$ cat src/rtl/fifo_pkg.sv
// Shared definitions for the FIFO read-side blocks: width helper and default sizing.
package fifo_pkg;

    function automatic int clog2(input int value);
        int result;
        result = 0;
        while ((1 << result) < value) begin
            result++;
        end
        return result;
    endfunction

    localparam int MIN_BUF_DEPTH = 2;
    localparam int MIN_LEVEL_W   = clog2(MIN_BUF_DEPTH + 1);

endpackage

$ cat src/rtl/reg_fifo_buf.sv
// Small register-array FIFO used as the prefetch buffer; pointers wrap at BUF_DEPTH-1
// so any depth works, not just powers of two.
module reg_fifo_buf
    import fifo_pkg::*;
#(
    parameter int DATA_WIDTH = 8,
    parameter int BUF_DEPTH  = 2,
    parameter int LVL_W      = clog2(BUF_DEPTH + 1)
) (
    input  logic                  clk_i,
    input  logic                  rst_i,
    input  logic                  flush_i,
    input  logic                  wr_en_i,
    input  logic [DATA_WIDTH-1:0] wr_data_i,
    input  logic                  rd_en_i,
    output logic [DATA_WIDTH-1:0] rd_data_o,
    output logic [LVL_W-1:0]      level_o
);

    localparam int                PTR_W    = clog2(BUF_DEPTH);
    localparam logic [PTR_W-1:0]  LAST_PTR = PTR_W'(BUF_DEPTH - 1);
    localparam logic [LVL_W-1:0]  FULL_LVL = LVL_W'(BUF_DEPTH);

    logic [DATA_WIDTH-1:0] mem_q [BUF_DEPTH];
    logic [PTR_W-1:0]      wr_ptr_q, wr_ptr_d;
    logic [PTR_W-1:0]      rd_ptr_q, rd_ptr_d;
    logic [LVL_W-1:0]      level_q, level_d;
    logic                  do_wr;
    logic                  do_rd;

    function automatic logic [PTR_W-1:0] ptr_inc(input logic [PTR_W-1:0] ptr);
        return (ptr == LAST_PTR) ? '0 : ptr + PTR_W'(1);
    endfunction

    // A write into a full buffer is only legal when a read frees a slot the same cycle.
    assign do_rd = rd_en_i && (level_q != '0);
    assign do_wr = wr_en_i && ((level_q != FULL_LVL) || do_rd);

    always_comb begin
        wr_ptr_d = wr_ptr_q;
        rd_ptr_d = rd_ptr_q;
        level_d  = level_q;
        if (flush_i) begin
            wr_ptr_d = '0;
            rd_ptr_d = '0;
            level_d  = '0;
        end else begin
            if (do_wr) begin
                wr_ptr_d = ptr_inc(wr_ptr_q);
            end
            if (do_rd) begin
                rd_ptr_d = ptr_inc(rd_ptr_q);
            end
            if (do_wr && !do_rd) begin
                level_d = level_q + LVL_W'(1);
            end else if (!do_wr && do_rd) begin
                level_d = level_q - LVL_W'(1);
            end
        end
    end

    always_ff @(posedge clk_i or posedge rst_i) begin
        if (rst_i) begin
            wr_ptr_q <= '0;
            rd_ptr_q <= '0;
            level_q  <= '0;
        end else begin
            wr_ptr_q <= wr_ptr_d;
            rd_ptr_q <= rd_ptr_d;
            level_q  <= level_d;
        end
    end

    always_ff @(posedge clk_i or posedge rst_i) begin
        if (rst_i) begin
            for (int i = 0; i < BUF_DEPTH; i++) begin
                mem_q[i] <= '0;
            end
        end else if (do_wr && !flush_i) begin
            mem_q[wr_ptr_q] <= wr_data_i;
        end
    end

    assign rd_data_o = mem_q[rd_ptr_q];
    assign level_o   = level_q;

endmodule

$ cat src/rtl/fifo_read_adapter.sv
// Turns a FIFO read port (ReadEn/Empty/Data, 1-cycle latency) into a valid/ready stream,
// prefetching into a small buffer so a ready sink sees one word per cycle.
module fifo_read_adapter
    import fifo_pkg::*;
#(
    parameter int DATA_WIDTH = 8,
    parameter int BUF_DEPTH  = 2
) (
    input  logic                             Clk,
    input  logic                             Rst_in,
    input  logic                             Clear_in,
    output logic                             ReadEn_out,
    input  logic                             Empty_in,
    input  logic [DATA_WIDTH-1:0]            Data_in,
    output logic [DATA_WIDTH-1:0]            Data_out,
    output logic                             Valid_out,
    input  logic                             Ready_in,
    output logic [$clog2(BUF_DEPTH+1)-1:0]   Level_out
);

    localparam int                LVL_W    = clog2(BUF_DEPTH + 1);
    localparam logic [LVL_W:0]    DEPTH_C  = (LVL_W + 1)'(BUF_DEPTH);
    localparam logic [LVL_W-1:0]  FULL_LVL = LVL_W'(BUF_DEPTH);

    logic                  inflight_q, inflight_d;
    logic                  pop;
    logic                  buf_wr;
    logic [LVL_W-1:0]      level;
    logic [LVL_W:0]        occupancy;
    logic [DATA_WIDTH-1:0] head_data;

    // Stream handshake: a beat transfers on any cycle with Valid_out & Ready_in; once
    // Valid_out is high, Valid_out/Data_out hold until that transfer, a Clear_in or reset.
    assign Valid_out = (level != '0);
    assign pop       = Valid_out && Ready_in;
    assign Data_out  = Valid_out ? head_data : '0;

    // Slots committed after this cycle: held words plus the returning word minus the beat leaving.
    assign occupancy  = {1'b0, level} + {{LVL_W{1'b0}}, inflight_q} - {{LVL_W{1'b0}}, pop};
    assign ReadEn_out = !Rst_in && !Empty_in && !Clear_in && (occupancy < DEPTH_C);

    assign inflight_d = ReadEn_out;
    assign buf_wr     = inflight_q && !Clear_in;

    always_ff @(posedge Clk or posedge Rst_in) begin
        if (Rst_in) begin
            inflight_q <= 1'b0;
        end else begin
            inflight_q <= inflight_d;
        end
    end

    reg_fifo_buf #(
        .DATA_WIDTH (DATA_WIDTH),
        .BUF_DEPTH  (BUF_DEPTH),
        .LVL_W      (LVL_W)
    ) u_buf (
        .clk_i     (Clk),
        .rst_i     (Rst_in),
        .flush_i   (Clear_in),
        .wr_en_i   (buf_wr),
        .wr_data_i (Data_in),
        .rd_en_i   (pop),
        .rd_data_o (head_data),
        .level_o   (level)
    );

    assign Level_out = level;

    // The issue rule guarantees room for every returning word; these catch a broken rule.
    always @(posedge Clk) begin
        if (!Rst_in) begin
            assert (!(buf_wr && !pop && (level == FULL_LVL)));
            assert (level <= FULL_LVL);
            assert (!(ReadEn_out && Empty_in));
        end
    end

endmodule

$ cat config.mk
export PLATFORM = sky130hd
export DESIGN_NAME = fifo_read_adapter
export DESIGN_NICKNAME = d
export VERILOG_FILES = /design/src/rtl/fifo_pkg.sv /design/src/rtl/reg_fifo_buf.sv /design/src/rtl/fifo_read_adapter.sv
export SDC_FILE = /design/constraint.sdc
export NUM_CORES = 1
export LEC_CHECK = 0
export BUFFER_PORTS_ARGS = -buffer_cell sky130_fd_sc_hd__buf_2
export CORE_MARGIN = 2
export CORE_UTILIZATION = 25
export CTS_CLUSTER_SIZE = 30
export DETAILED_ROUTE_END_ITERATION = 12
export SLEW_MARGIN = 20
export SYNTH_ARGS = -nofsm -noshare
export SYNTH_HDL_FRONTEND = slang
export SYNTH_SLANG_ARGS = --single-unit
$ cat constraint.sdc
create_clock -name Clk -period 4.2 [get_ports Clk]
set_clock_uncertainty 0.1 [all_clocks]
set_input_delay 0.42 -clock Clk [delete_from_list [all_inputs] [get_ports Clk]]
set_output_delay 0.42 -clock Clk [all_outputs]
set_load 0.02 [all_outputs]
==> flow_summary.ini <==
[yosys]
synthFlopType = dfrtp_1
syn_nets = 104
synth-seq-area-share_pct = 47.8
synth_top_family_by_area = multiplexers
synth-edff-count = 0
yosysWarningCount = 0
ys_ff_latch = 21
synthArstFlopShare_pct = 100
synth_xor_area_share_pct = 2.39
synth-simple-area-share_pct = 12.0
ys_types = 24
synth_compound_area_share_pct = 2.96
synthAdderAreaFrac_pct = 2.96
muxShareOfSynthArea_pct = 27.3
syn_inst = 89
syn_avg_cell_area_um2 = 12.3
synth_area_um2 = 1100

[global_routing]
grt_max_degree = 22
grt_pass1_vias = 776
grt_remaining_overflow = 0
grt_usage_pct = 9.33
grt_antenna_before_repair = 0
grt_first_pass_wirelength_um = 3590

[timing]
min_period_over_period_pct = 80.4
rsz0062_at_grt = no
finalHoldViolCount = 0
slew_headroom_pct = 48.0
worst_pin_slew_ps = 779
max_freq_ghz = 0.296
setup-violations-final = 0
tns_ps = 0
finalCriticalPeriod_ps = 3370
final_max_slew_viol_count = 0

[route]
drtAntennaViolNets = 0
wl_per_cell_um = 12.9
viasPerCell = 4.45
vias = 735
drtIter0Drc = 26
drc_errors = 0
wirelength_um = 2140
firstDrtPassIters = 3

[clock_network]
holdBufCountCts = 0
clock_path_buffers = 2
cts_buffers = 3
cts-root-buf = clkbuf_8
clkTransAtPathRegs_ps = 80
post_cts_buffers = 0
cts_num_sinks = 21
cts-resized-gates = 0
htreeDepth = 1
clkLatencyLatePin_ps = 270
cts_tree = built

[setup_path]
critical_path_class = register to output pin
rr_worst_depth = 7
cp-end-kind = output pin
cp_max_fo = 11
critPathRequiredTime_ps = 3680
r2r_slack_ps = 1620
cp-start-kind = register
crit_start = u_buf.level_o[1]
regToRegStartpoint = u_buf.level_o[1]
r2r-end = inflight_q
cp.arrival_ps = 2850

[power_and_ir_drop]
cellInternalPower_w = 0.000365
clkPwrFrac_pct = 27.5
p_comb_share_pct = 20.4
swShare_pct = 26.9
p_seq_share_pct = 52.0
p_leak_nw = 0.649
power.net_switching_w = 0.000134
vdd.ir_drop.worst_uv = 127
p_per_area_nw_per_um2 = 384
power_w = 0.000500

[cells_and_area]
antennaDiodeCount = 0
area_growth_pct = 18.5
drive_gt1_share_pct = 40.7
num-nets-final = 129
final_util_pct = 30.3

[min_path]
hold_class = primary input to asynchronous set/reset pin

[run]
drv_cap = 0

[placement]
globalplace.congestion = 0.782
numPortBuffers = 24
dp_hpwl_um = 1590

[floorplanning]
die-width_um = 70.3
num_io_pins = 25
die_y_um = 70.3
row_count = 24
initial_core_util_pct = 25.6
coreArea_um2 = 4290
die_area_um2 = 4940

[status]
status = finished, final reports clean
[power by group through the flow]
stage,logic [W],registers [W],clock network (W)
4_1_cts,0.000104,0.000260,0.000144
6_report,0.000102,0.000260,0.000138
3_5_place_dp,0.000103,0.000264,0
3_3_place_gp,0.000100,0.000261,0
5_1_grt,0.000113,0.000264,0.000151
2_1_floorplan,0.0000838,0.000256,0
[cell usage after synthesis (2+ instances only)]
library cell	count	area, um2
nand2b_1	2	12.5
nand2_1	2	7.51
xor2_1	3	26.3
dfrtp_1	21	526
o21ai_0	2	10.0
mux2_2	8	90.1
mux2_4	8	120
nor2b_1	2	12.5
buf_6	2	22.5
mux2i_1	9	90.1
nor2_1	11	41.3
inv_1	5	18.8
a21oi_1	3	15.0
[registers in the layout, summed over array words and instances, names as in the netlist]
name,flops
u_buf.level_o,2
inflight_q,1
u_buf.mem_q,16
u_buf.wr_ptr_q,1
u_buf.rd_ptr_q,1
[how the worst max path moves through the flow]
stage,cells after the start,to,slack [ps]
CTS,8,ReadEn_out,800
global route,8,ReadEn_out,620
finish,8,ReadEn_out,830
floorplan,8,ReadEn_out,980
detailed placement,8,ReadEn_out,1110
global placement,8,ReadEn_out,1360
[critical path: stages (launching register included)]
cell      delay, ps
dfrtp_1         520
o21ai_0         390
inv_1           100
ha_1            270
or2b_1          230
fa_1            480
nand2b_1         50
nor4_1          300
buf_2           230
[area by class of cell]
type | instances | area, um2
Timing Repair Buffer | 24 | 120
Inverter | 5 | 18.8
Clock buffer | 3 | 41.3
Sequential cell | 21 | 526
Clock inverter | 1 | 7.51
Multi-Input combinational cell | 59 | 523
Fill cell | 466 | 2990
Tap cell | 52 | 65.1
[stage by stage]
step                      hold WS, ps  cell area [um2]  cells  setup WS, ps
final                             194             1300    165           825
after global routing              227             1300    165           615
after CTS                         211             1300    165           795
after detailed placement          392             1250    161          1110
after global placement            389             1250    161          1360
after floorplan                   297             1100     89           985
[cell usage in the layout (no fill, tap or decap), drive strengths merged]
master | synthesis | routed
nor3b | 2 | 2
clkinvlp | 0 | 1
mux2i | 9 | 9
nand2b | 2 | 2
nor2b | 2 | 2
buf | 3 | 24
fa | 1 | 1
mux2 | 16 | 16
a21oi | 3 | 3
o21ai | 2 | 2
or2b | 1 | 1
nor4 | 1 | 1
clkbuf | 1 | 3
xor2 | 3 | 3
o21a | 1 | 1
dfrtp | 21 | 21
nor2 | 11 | 11
nand2 | 2 | 2
or4 | 1 | 1
nor3 | 1 | 1
inv | 5 | 5
ha | 1 | 1
[cell families (layout without fill, tap and decap cells)]
family / Yosys count / after routing
fa+ha+maj: 2 / 2
flops: 21 / 21
xor+xnor: 3 / 3
compound gates: 6 / 6
buf+inv: 9 / 33
simple gates: 23 / 23
mux: 25 / 25
[per-layer routing]
| layer | vias up | GRT usage, % | part of all wire (%) | routed length [um] |
|---|---|---|---|---|
| met3 | 4 | 3.90 | 7.5 | 160 |
| met5 | - | 0 | 0 | 0 |
| met1 | 364 | 11.1 | 44 | 944 |
| met2 | 19 | 15.4 | 47 | 1010 |
| li1 | 348 | - | - | - |
| met4 | 0 | 2.56 | 0.89 | 19 |
(Power assumes the default switching activity.)
